[src/rtl/multi_debounce_if.sv]
// Button bus between board-side inputs and the multi-channel debouncer.
// The master drives the raw buttons; the slave (the debouncer) returns the
// debounced levels and the one-cycle press/release pulses.
interface multi_debounce_if #(
    parameter int CHANNELS = 4
);
    logic [CHANNELS-1:0] pb_in;
    logic [CHANNELS-1:0] pb_level;
    logic [CHANNELS-1:0] pb_press;
    logic [CHANNELS-1:0] pb_release;
    logic                any_press;

    modport master (
        output pb_in,
        input  pb_level, pb_press, pb_release, any_press
    );

    modport slave (
        input  pb_in,
        output pb_level, pb_press, pb_release, any_press
    );
endinterface

[src/rtl/multi_debounce.sv]
// multi_debounce: N-channel push-button debouncer on the slow scan clock.
// Each channel is synchronised by SYNC_STAGES flops, then a stability counter
// accepts a new level only after STABLE_CNT consecutive differing samples.
// Press/release pulses are registered and coincide with the level update.
// Optional feature macro: AUTO_REPEAT_EN (adds per-channel auto-repeat presses).
module multi_debounce #(
    parameter int CHANNELS      = 4,
    parameter int SYNC_STAGES   = 2,
    parameter int STABLE_CNT    = 4,
    parameter int REPEAT_DELAY  = 64,
    parameter int REPEAT_PERIOD = 16
) (
    input  logic              slow_clk,
    input  logic              rst_n,
    multi_debounce_if.slave   bus
);

    localparam int CW = $clog2(STABLE_CNT);

    // Reject parameter sets the counters cannot represent.
    if (CHANNELS < 1 || SYNC_STAGES < 2 || STABLE_CNT < 2 || STABLE_CNT > 255 ||
        REPEAT_PERIOD < 1 || REPEAT_PERIOD > REPEAT_DELAY) begin : g_param_check
        $error("multi_debounce: illegal parameter combination");
    end

    logic [SYNC_STAGES-1:0][CHANNELS-1:0] sync_q;
    logic [CHANNELS-1:0]                  s;
    logic [CHANNELS-1:0][CW-1:0]          cnt_q, cnt_d;
    logic [CHANNELS-1:0]                  level_q, level_d;
    logic [CHANNELS-1:0]                  edge_press, edge_release, rep_press;
    logic [CHANNELS-1:0]                  press_q, press_d;
    logic [CHANNELS-1:0]                  release_q;
    logic                                 any_q;

    assign s = sync_q[SYNC_STAGES-1];

    // Plain flop chain synchroniser; stage 0 samples the asynchronous pins.
    always_ff @(posedge slow_clk or negedge rst_n) begin
        if (!rst_n) sync_q <= '0;
        else        sync_q <= {sync_q[SYNC_STAGES-2:0], bus.pb_in};
    end

    // Stability counting: any sample matching the current level restarts the count.
    always_comb begin
        cnt_d        = cnt_q;
        level_d      = level_q;
        edge_press   = '0;
        edge_release = '0;
        for (int i = 0; i < CHANNELS; i++) begin
            if (s[i] == level_q[i]) begin
                cnt_d[i] = '0;
            end else if (cnt_q[i] == CW'(STABLE_CNT - 1)) begin
                level_d[i]      = s[i];
                cnt_d[i]        = '0;
                edge_press[i]   = s[i];
                edge_release[i] = ~s[i];
            end else begin
                cnt_d[i] = cnt_q[i] + 1'b1;
            end
        end
    end

`ifdef AUTO_REPEAT_EN
    localparam int RW = $clog2(REPEAT_DELAY + 1);

    logic [CHANNELS-1:0][RW-1:0] rep_q, rep_d;

    // Repeat timer: first extra press REPEAT_DELAY cycles after the accepted
    // press, later ones every REPEAT_PERIOD by reloading the timer part-way.
    always_comb begin
        rep_d     = rep_q;
        rep_press = '0;
        for (int i = 0; i < CHANNELS; i++) begin
            if (!level_q[i] || edge_release[i]) begin
                rep_d[i] = '0;
            end else if (rep_q[i] == RW'(REPEAT_DELAY - 1)) begin
                rep_press[i] = 1'b1;
                rep_d[i]     = RW'(REPEAT_DELAY - REPEAT_PERIOD);
            end else begin
                rep_d[i] = rep_q[i] + 1'b1;
            end
        end
    end

    // Repeat timer register.
    always_ff @(posedge slow_clk or negedge rst_n) begin
        if (!rst_n) rep_q <= '0;
        else        rep_q <= rep_d;
    end
`else
    assign rep_press = '0;
`endif

    assign press_d = edge_press | rep_press;

    // Counter, level and registered pulse outputs.
    always_ff @(posedge slow_clk or negedge rst_n) begin
        if (!rst_n) begin
            cnt_q     <= '0;
            level_q   <= '0;
            press_q   <= '0;
            release_q <= '0;
            any_q     <= 1'b0;
        end else begin
            cnt_q     <= cnt_d;
            level_q   <= level_d;
            press_q   <= press_d;
            release_q <= edge_release;
            any_q     <= |press_d;
        end
    end

    assign bus.pb_level   = level_q;
    assign bus.pb_press   = press_q;
    assign bus.pb_release = release_q;
    assign bus.any_press  = any_q;

endmodule

[src/flat_wrapper.sv]
// flat-port wrapper written by rule: the top's interface ports become plain ports
module multi_debounce_flat 
#(
    parameter int CHANNELS      = 4,
    parameter int SYNC_STAGES   = 2,
    parameter int STABLE_CNT    = 4,
    parameter int REPEAT_DELAY  = 64,
    parameter int REPEAT_PERIOD = 16
)
  (slow_clk, rst_n, bus_pb_in, bus_pb_level, bus_pb_press, bus_pb_release, bus_any_press);
  multi_debounce_if #(.CHANNELS(CHANNELS)) bus_i ();
  input  logic slow_clk;
  input  logic rst_n;
  input wire logic [$bits(bus_i.pb_in)-1:0] bus_pb_in;
  output wire logic [$bits(bus_i.pb_level)-1:0] bus_pb_level;
  output wire logic [$bits(bus_i.pb_press)-1:0] bus_pb_press;
  output wire logic [$bits(bus_i.pb_release)-1:0] bus_pb_release;
  output wire logic [$bits(bus_i.any_press)-1:0] bus_any_press;
  assign bus_i.pb_in = bus_pb_in;
  assign bus_pb_level = bus_i.pb_level;
  assign bus_pb_press = bus_i.pb_press;
  assign bus_pb_release = bus_i.pb_release;
  assign bus_any_press = bus_i.any_press;
  multi_debounce #(.CHANNELS(CHANNELS), .SYNC_STAGES(SYNC_STAGES), .STABLE_CNT(STABLE_CNT), .REPEAT_DELAY(REPEAT_DELAY), .REPEAT_PERIOD(REPEAT_PERIOD)) u_core (.slow_clk(slow_clk), .rst_n(rst_n), .bus(bus_i));
endmodule
[config.mk]
export PLATFORM = sky130hd
export DESIGN_NAME = multi_debounce_flat
export DESIGN_NICKNAME = d
export VERILOG_FILES = /design/src/rtl/multi_debounce_if.sv /design/src/rtl/multi_debounce.sv /design/src/flat_wrapper.sv
export SDC_FILE = /design/constraint.sdc
export NUM_CORES = 1
export LEC_CHECK = 0
export ABC_AREA = 1
export ABC_CLOCK_PERIOD_IN_PS = 2300
export BUFFER_PORTS_ARGS = -buffer_cell sky130_fd_sc_hd__buf_2
export CORE_MARGIN = 2
export CORE_UTILIZATION = 43
export CTS_CLUSTER_DIAMETER = 30
export DETAILED_ROUTE_END_ITERATION = 10
export GPL_TIMING_DRIVEN = 0
export MAX_ROUTING_LAYER = met4
export SETUP_SLACK_MARGIN = 0.15
export SYNTH_ARGS = -nofsm -noshare
export SYNTH_HDL_FRONTEND = slang
export SYNTH_SLANG_ARGS = --single-unit
[constraint.sdc]
create_clock -name slow_clk -period 2.3 [get_ports slow_clk]
set_clock_uncertainty 0.15 [all_clocks]
set_input_delay 0.46 -clock slow_clk [delete_from_list [all_inputs] [get_ports slow_clk]]
set_output_delay 0.46 -clock slow_clk [all_outputs]
set_load 0.1 [all_outputs]
==> results of run 1 <==
[cells by family (layout without fill, tap and decap cells)]
kind of cell               count (synthesis)  in the layout
adders and majority gates                  4              4
buffers and inverters                     14             39
AOI/OAI and AO/OA                          4              4
xor gates and xnor gates                   4              4
DFF                                       29             29
and+or+nand+nor                           27             27
[final cells by class]
cell class | count | area share, %
sequential | 29 | 60.7
multi-input combinational | 39 | 19.8
timing repair buffer | 18 | 7.54
clock buffer | 7 | 4.61
inverter | 14 | 4.40
tap | 28 | 2.93
[metrics by stage]
stage / hold slack (ns) / utilization, %
4_1_cts: 0.0134 / 54.0
5_1_grt: 0.0392 / 54.0
6_report: -0.00449 / 54.0
3_5_place_dp: 0.185 / 51.5
2_1_floorplan: 0.0144 / -
3_3_place_gp: 0.182 / 51.5
[power by group through the flow]
stage | Sequential, uW | Clock, uW | Combinational (uW)
after floorplan | 1010 | 0 | 196
after global placement | 681 | 0 | 614
after detailed placement | 688 | 0 | 628
after CTS | 678 | 313 | 628
after global routing | 688 | 336 | 675
final | 676 | 299 | 621
[cells in the final DEF, fill, tap and decap left out, types with 2 or more instances in the layout]
cell,synthesis,routed
nor2_1,8,8
nand3_1,4,4
inv_1,14,14
or2_1,2,2
buf_2,0,18
ha_1,4,4
nor3b_1,4,4
xnor2_1,4,4
dfrtp_1,29,29
o21ai_0,4,4
clkbuf_4,0,5
nand2_1,7,7
or2_0,2,2
[registers in the layout, indices dropped and copies added (netlist names)]
register / flops
u_core.cnt_q: 8
u_core.sync_q: 4
u_core.bus.pb_press: 4
u_core.s: 4
u_core.bus.pb_release: 4
u_core.bus.any_press: 1
u_core.bus.pb_level: 4
[routing by layer]
| metal | global-route usage [%] | up-vias |
|---|---|---|
| li1 | - | 299 |
| met4 | 8.97 | 0 |
| met5 | - | - |
| met1 | 14.2 | 257 |
| met3 | 6.86 | 7 |
| met2 | 17.5 | 20 |
[how the worst min path moves through the flow]
stage               cells past startpoint                                 end  slack [ns]
floorplan                               0      u_core.bus.any_press$_DFF_PN0_        0.01
global placement                        0               u_core.s[2]$_DFF_PN0_        0.18
detailed placement                      0               u_core.s[3]$_DFF_PN0_        0.18
CTS                                     1    u_core.bus.pb_press[3]$_DFF_PN0_        0.01
global route                            1    u_core.bus.pb_press[3]$_DFF_PN0_        0.04
finish                                  1  u_core.bus.pb_level[2]$_DFFE_PN0P_      -0.004
==> qor.csv, run 1 <==
metric,value,unit
synth_top_area_share,71.5,%
synth_xor_area_share,3.45,%
synth_top_cell_by_area,dfrtp_1,
met1_length,631,um
synth_area_leaders,"dfrtp_1 72%, inv_1 5.2%, ha_1 4.9%",
antenna_found_initial,0,
cts_tree,yes,
synth_top_flop_cell,dfrtp_1,
grt_pass1_wl,2310,um
cp.arrival,1.15,ns
period_share,76.6,%
vias_per_cell,4.32,
grt-ovfl-total,0,
synth_simple_gate_area_share,12.9,%
wl_met2,518,um
cap_violations,0,
netlist-cell-type-count,11,
multiInputGateArea,236,um2
critPathLaunch,u_core.bus.pb_level[0]$_DFFE_PN0P_,
worst_slack,0.539,ns
violations,hold timing,
synthMuxAreaShare,0,%
dr.pass1.iters,3,
syn_inst,82,
clk_pin_slew,0.08,ns
r2r_start,u_core.cnt_q[6]$_DFF_PN0_,
slew_violations,0,
regArea,726,um2
path_depth,1,
drive_gt1_share,22.4,%
synth_common_cells,"29 x dfrtp_1, 14 x inv_1, 8 x nor2_1",
rows,17,
crit_path_end_kind,output pin,
hold_path_class,in2async,
finalSetupTns,0,ns
dr.max_layer_used,met4,
area_delta_synth_final,17.8,%
combPwrFrac,38.9,%
outcome,finished with violations,
root_buffer,clkbuf_4,
start_util,45.9,%
die_x,52.6,um
p_total,1600,uW
drtIter0Drc,3,
synth_most_common_cell,dfrtp_1,
cp_max_fo,3,
num_antenna_cells,0,
endpoint,bus_pb_level[0],
cp_top_family,buffers and inverters,
r2r_slack,1.14,ns
reg2regPathDepth,3,
postCtsHoldBufs,0,
dp_hpwl,921,um
syn-num-nets,92,
die_area,2760,um2
synth-seq-cells,29,
synth-edff-count,0,
critPathSlowestCell,buf_2,
post_cts_buffers,0,
fmax,568,MHz
p_int,901,uW
finalWeightedCongestion,0.707,
irDropWorstVdd,0.706,mV
rsz0062_at_grt,false,
dp.cells,128,
detailroute.wirelength.met3,116,um
htreeDepth,2,
yosys.area_share.adder,4.93,%
remaining_drc_errors,0,
power.switching,696,uW
yosys_warnings,0,
drt-total-wl,1310,um
place_area,1140,um2
place_ws,0.882,ns
hold_slack,-0.00449,ns
crit_chain,buf_2,
layoutNonFillerInstCount,135,
worstReg2RegEnd,u_core.cnt_q[6]$_DFF_PN0_,
relSlewSlack,59.1,%
via_count,583,
worstMarginPinSlew,0.614,ns
cts_buffers,5,
required,1.69,ns
syn_area_per_cell,12.4,um2
grt_util_all_layers,12.8,%
nFillCells,206,
synth_compound_area_share,1.97,%
worst-path-buf-inv,1,
drtAntennaViolNets,0,
portBuffers,18,
synth_top_family_by_area,simple AND/OR/NAND/NOR gates,
setup_viol,0,
power_density,1340,nW/um2
cpPeakStageDelay,0.44,ns
synth_seq_area_share,71.5,%
core-area,2210,um2
dieHeight,52.6,um
start_kind,register,
fin_nets,117,
io_pins,19,
critPathKind,reg2out,
post_synth_instance_area,1010,um2
clkLatencyLatePin,0.31,ns
async_flop_share,100,%
clock_sinks,29,
seqPwrFrac,42.4,%
switching_share,43.6,%
postLayoutCellArea,1190,um2
ctsResizeCount,0,
grt_max_degree,30,
p_clk_share,18.7,%
grt_pass1_vias,574,
leakagePower,0.000670,uW
min_period,1.76,ns
cts.path.max_buffers,2,
hold_viol_final,8,
wire_per_inst,9.68,um
No activity file was read; power rests on OpenSTA's default activity.
==> run 2, diff against run 1 <==
--- a/config.mk
+++ b/config.mk
@@ -6,7 +6,7 @@
 export NUM_CORES = 1
 export LEC_CHECK = 0
 export ABC_AREA = 1
-export ABC_CLOCK_PERIOD_IN_PS = 2300
+export ABC_CLOCK_PERIOD_IN_PS = 1700
 export BUFFER_PORTS_ARGS = -buffer_cell sky130_fd_sc_hd__buf_2
 export CORE_MARGIN = 2
 export CORE_UTILIZATION = 43
==> constraint.sdc (replaced) <==
create_clock -name slow_clk -period 1.7 [get_ports slow_clk]
set_clock_uncertainty 0.15 [all_clocks]
set_input_delay 0.34 -clock slow_clk [delete_from_list [all_inputs] [get_ports slow_clk]]
set_output_delay 0.34 -clock slow_clk [all_outputs]
set_load 0.1 [all_outputs]
==> qor.csv, run 2 (synthesis gave the netlist of run 1 again) <==
metric,value,unit,change
dp_hpwl,986,um,+7.0%
cp.arrival,1.00,ns,-0.15 ns
hold-path-endpoint,u_core.s[3]$_DFF_PN0_,,
io_pins,19,,unchanged
critPathSlowestCell,dfrtp_2,,
worst_slack,0.215,ns,-0.324 ns
cp_max_fo,3,,unchanged
min-delay-start,u_core.sync_q[3]$_DFF_PN0_,,
grt_util_all_layers,14.2,%,+1.4 points
r2r_slack,0.52,ns,-0.62 ns
area_delta_synth_final,25.8,%,
dieHeight,52.6,um,unchanged
grt_max_degree,30,,unchanged
r2r_start,u_core.cnt_q[4]$_DFF_PN0_,,
dp.cells,128,,unchanged
crit_chain,buf_4,,
start_util,45.9,%,unchanged
drive_gt1_share,23.9,%,+1.5 points
rows,17,,unchanged
drt-total-wl,1380,um,+5.7%
cp_top_family,flip-flops,,
finalWeightedCongestion,0.663,,-6.2%
clk_pin_slew,0.08,ns,about the same
final_common_cell,dfrtp_1,,
grt-ovfl-total,0,,unchanged
wire_per_inst,9.79,um,+1.2%
grt_pass1_vias,614,,+7.0%
critPathKind,reg2out,,
outcome,finished clean,,
min_period,1.49,ns,
antenna_found_initial,0,,unchanged
dr.pass1.iters,4,,+1
relSlewSlack,59.8,%,+0.67 points
cpPeakStageDelay,0.39,ns,-0.05 ns
leakagePower,0.000682,uW,+1.8%
fin_nets,122,,+4.3%
htreeDepth,2,,unchanged
worstMarginPinSlew,0.604,ns,-0.0101 ns
crit_path_end_kind,output pin,,
drtAntennaViolNets,0,,unchanged
required,1.21,ns,-0.48 ns
cap_violations,0,,unchanged
clkLatencyLatePin,0.31,ns,about the same
hold_path_class,reg2reg,,
portBuffers,18,,unchanged
worst-path-buf-inv,1,,unchanged
vias_per_cell,4.43,,+2.6%
reg2regPathDepth,3,,unchanged
grt_pass1_wl,2540,um,+9.9%
power_density,1710,nW/um2,+28%
hold_viol_final,0,,-8
layoutNonFillerInstCount,141,,+4.4%
cts_buffers,5,,unchanged
fmax,673,MHz,
num_antenna_cells,0,,unchanged
fin_util,57.7,%,+3.7 points
nFillCells,205,,-0.49%
cts_tree,yes,,
die_x,52.6,um,unchanged
drtIter0Drc,4,,+1
die_area,2760,um2,unchanged
root_buffer,clkbuf_4,,
period_share,87.4,%,
worstReg2RegEnd,u_core.cnt_q[4]$_DFF_PN0_,,
top_register,u_core.cnt_q,,
post_cts_buffers,0,,unchanged
most-common-layout-cells,"25 x dfrtp_1, 14 x inv_1, 13 x buf_4",,
core-area,2210,um2,unchanged
rsz0062_at_grt,false,,
slew_violations,0,,unchanged
via_count,625,,+7.2%
setup_viol,0,,unchanged
hold_depth,0,,
start_kind,register,,
largest_reg_flops,8,,unchanged
clock_sinks,29,,unchanged
remaining_drc_errors,0,,unchanged
place_ws,0.415,ns,-0.467 ns
irDropWorstVdd,1.01,mV,+43%
finalSetupTns,0,ns,unchanged
cts.path.max_buffers,2,,unchanged
[run 2: cell count changes in the layout (fill, tap and decap cells not counted), sizes merged]
cell / change
clkbuf: +1
dlygate4sd3: +5
[run 2: stage by stage]
step,total power (uW),cell area (um2),hold slack (ns)
after floorplan,1640,1020,-0.106
after global placement,1770,1140,0.184
after detailed placement,1790,1140,0.186
after CTS,2220,1280,0.205
after global routing,2340,1280,0.203
final,2180,1280,0.201
[run 2: layout make-up]
| type | count | area [um2] | share of cell area, % |
|---|---|---|---|
| repair buffers | 23 | 173 | 13.5 |
| inverters | 14 | 52.6 | 4.12 |
| multi-input cells | 39 | 236 | 18.5 |
| flip-flops and latches | 29 | 731 | 57.3 |
| well taps | 28 | 35.0 | 2.75 |
| clock buffers | 8 | 48.8 | 3.82 |
[run 2: what timing repair did]
action                     4_1_cts  5_1_grt
setup endpoints to repair       13        0
hold endpoints to repair        33        0
hold buffers                     5        0
resized for setup               13        0
[run 2: layer usage]
metal	up-vias	routed length (um)	GRT usage [%]
met2	19	612	19.6
met5	-	0	-
met1	290	605	15.9
li1	310	-	-
met3	6	116	6.86
met4	0	47	10.3
[run 2: worst max path at each step]
stage	start	end	slack, ns	cells past startpoint
floorplan	u_core.bus.any_press$_DFF_PN0_	bus_any_press	0.33	0
global placement	u_core.bus.pb_level[1]$_DFFE_PN0P_	bus_pb_level[1]	0.42	1
detailed placement	u_core.bus.pb_level[2]$_DFFE_PN0P_	bus_pb_level[2]	0.42	1
CTS	u_core.bus.pb_level[2]$_DFFE_PN0P_	bus_pb_level[2]	0.19	1
global route	u_core.bus.pb_level[2]$_DFFE_PN0P_	bus_pb_level[2]	0.16	1
finish	u_core.bus.pb_level[2]$_DFFE_PN0P_	bus_pb_level[2]	0.21	1
[run 2: where the power goes]
group	switching (uW)	total (uW)	leakage, uW	internal, uW
Sequential	81.9	927	0.000366	845
Combinational	658	890	0.000289	231
Clock	202	366	0.0000265	164
==> run 3, diff against run 2 <==
--- a/config.mk
+++ b/config.mk
@@ -8,11 +8,13 @@
 export ABC_AREA = 1
 export ABC_CLOCK_PERIOD_IN_PS = 1700
 export BUFFER_PORTS_ARGS = -buffer_cell sky130_fd_sc_hd__buf_2
-export CORE_MARGIN = 2
+export CORE_MARGIN = 1.5
 export CORE_UTILIZATION = 43
 export CTS_CLUSTER_DIAMETER = 30
+export CTS_CLUSTER_SIZE = 14
 export DETAILED_ROUTE_END_ITERATION = 10
 export GPL_TIMING_DRIVEN = 0
+export HOLD_SLACK_MARGIN = 0.03
 export MAX_ROUTING_LAYER = met4
 export SETUP_SLACK_MARGIN = 0.15
 export SYNTH_ARGS = -nofsm -noshare
==> qor.csv, run 3 (synthesis gave the netlist of run 1 again) <==
metric,value,unit,change
cp.arrival,1.00,ns,about the same
dp_hpwl,969,um,-1.7%
required,1.21,ns,about the same
cts_tree,yes,,
top_register,u_core.cnt_q,,
vias_per_cell,4.40,,-0.74%
dr.pass1.iters,4,,unchanged
wire_per_inst,10.4,um,+6.0%
period_share,87.7,%,+0.38 points
die_area,2660,um2,-3.8%
core-area,2210,um2,unchanged
worstMarginPinSlew,0.627,ns,+0.0231 ns
crit_path_end_kind,output pin,,
via_count,616,,-1.4%
rsz0062_at_grt,false,,
die_x,51.6,um,-1.9%
cpPeakStageDelay,0.39,ns,about the same
critPathKind,reg2out,,
drt-total-wl,1450,um,+5.2%
power_density,1730,nW/um2,+1.2%
finalWeightedCongestion,0.719,,+8.5%
portBuffers,18,,unchanged
critPathSlowestCell,dfrtp_2,,
relSlewSlack,58.2,%,-1.5 points
antenna_found_initial,0,,unchanged
slew_violations,0,,unchanged
reg2regPathDepth,3,,unchanged
grt_pass1_wl,2600,um,+2.4%
grt_util_all_layers,15.3,%,+1.1 points
hold_depth,0,,unchanged
num_antenna_cells,0,,unchanged
drtIter0Drc,5,,+1
cp_top_family,flip-flops,,
leakagePower,0.000687,uW,+0.71%
root_buffer,clkbuf_4,,
grt-ovfl-total,0,,unchanged
fmax,670,MHz,-0.43%
cts_buffers,5,,unchanged
largest_reg_flops,8,,unchanged
start_util,45.9,%,unchanged
dp.cells,128,,unchanged
cp_max_fo,3,,unchanged
nFillCells,194,,-5.4%
clock_sinks,29,,unchanged
r2r_start,u_core.cnt_q[6]$_DFF_PN0_,,
endpoint,bus_pb_level[0],,
start_kind,register,,
clkLatencyLatePin,0.32,ns,about the same
min_period,1.49,ns,+0.00642 ns
finalSetupTns,0,ns,unchanged
final_common_cell,dfrtp_1,,
outcome,finished clean,,
rows,17,,unchanged
fin_nets,122,,unchanged
hold_path_class,reg2reg,,
clk_pin_slew,0.09,ns,about the same
path_depth,1,,unchanged
crit_chain,buf_4,,
cap_violations,0,,unchanged
irDropWorstVdd,0.930,mV,-7.7%
setup_viol,0,,unchanged
drive_gt1_share,25.0,%,+1.1 points
grt_pass1_vias,615,,+0.16%
r2r_slack,0.54,ns,+0.02 ns
layoutNonFillerInstCount,140,,-0.71%
remaining_drc_errors,0,,unchanged
cts.path.max_buffers,2,,unchanged
worst-path-buf-inv,1,,unchanged
dieHeight,51.6,um,-1.9%
hold_viol_final,0,,unchanged
critPathLaunch,u_core.bus.pb_level[0]$_DFFE_PN0P_,,
io_pins,19,,unchanged
drtAntennaViolNets,0,,unchanged
worstReg2RegEnd,u_core.cnt_q[6]$_DFF_PN0_,,
most-common-layout-cells,"25 x dfrtp_1, 14 x inv_1, 13 x buf_4",,
htreeDepth,2,,unchanged
area_delta_synth_final,26.4,%,
grt_max_degree,30,,unchanged
run 3: cell count changes in the layout (fill, tap and decap cells not counted):
cell,previous run,this run
clkbuf_1,3,1
clkbuf_8,0,1
run 3: worst min-delay path by stage:
stage,end,slack [ns],from
final,u_core.s[1]$_DFF_PN0_,0.20,u_core.sync_q[1]$_DFF_PN0_
after global routing,u_core.s[3]$_DFF_PN0_,0.21,u_core.sync_q[3]$_DFF_PN0_
after CTS,u_core.s[1]$_DFF_PN0_,0.21,u_core.sync_q[1]$_DFF_PN0_
after detailed placement,u_core.s[1]$_DFF_PN0_,0.19,u_core.sync_q[1]$_DFF_PN0_
after global placement,u_core.s[0]$_DFF_PN0_,0.18,u_core.sync_q[0]$_DFF_PN0_
after floorplan,u_core.bus.any_press$_DFF_PN0_,-0.11,rst_n
run 3: per-layer routing:
metal | up-vias | wire [um] | GRT usage (%)
met5 | - | 0 | -
met4 | 0 | 31 | 11.8
met3 | 4 | 123 | 8.05
met2 | 19 | 641 | 22.4
met1 | 284 | 656 | 15.3
li1 | 309 | - | -
run 3: final cells by class:
class / count / area [um2] / area share (%)
sequential: 29 / 731 / 57.0
multi-input combinational: 39 / 236 / 18.4
timing repair buffer: 23 / 173 / 13.5
clock buffer: 7 / 55.1 / 4.29
inverter: 14 / 52.6 / 4.10
tap: 28 / 35.0 / 2.73
run 3: through the flow:
step	setup slack (ns)	utilization [%]	total power (uW)	hold slack [ns]	area (um2)
after floorplan	0.327	-	1640	-0.106	1020
after global placement	0.423	51.8	1770	0.182	1140
after detailed placement	0.416	51.8	1790	0.188	1140
after CTS	0.186	58.0	2260	0.207	1280
after global routing	0.153	58.0	2370	0.211	1280
final	0.208	58.0	2220	0.202	1280
run 3: where the power goes:
part / switching (uW) / total (uW) / leakage, uW / internal, uW
sequential: 82.2 / 927 / 0.000366 / 845
clock: 211 / 406 / 0.0000314 / 195
combinational: 656 / 887 / 0.000289 / 231
run 3: timing repair:
action,CTS,global route
hold buffers,5,0
endpoints found under the setup margin,13,0
endpoints found under the hold margin,33,0
gates resized for setup,13,0
buffers inserted,0,0
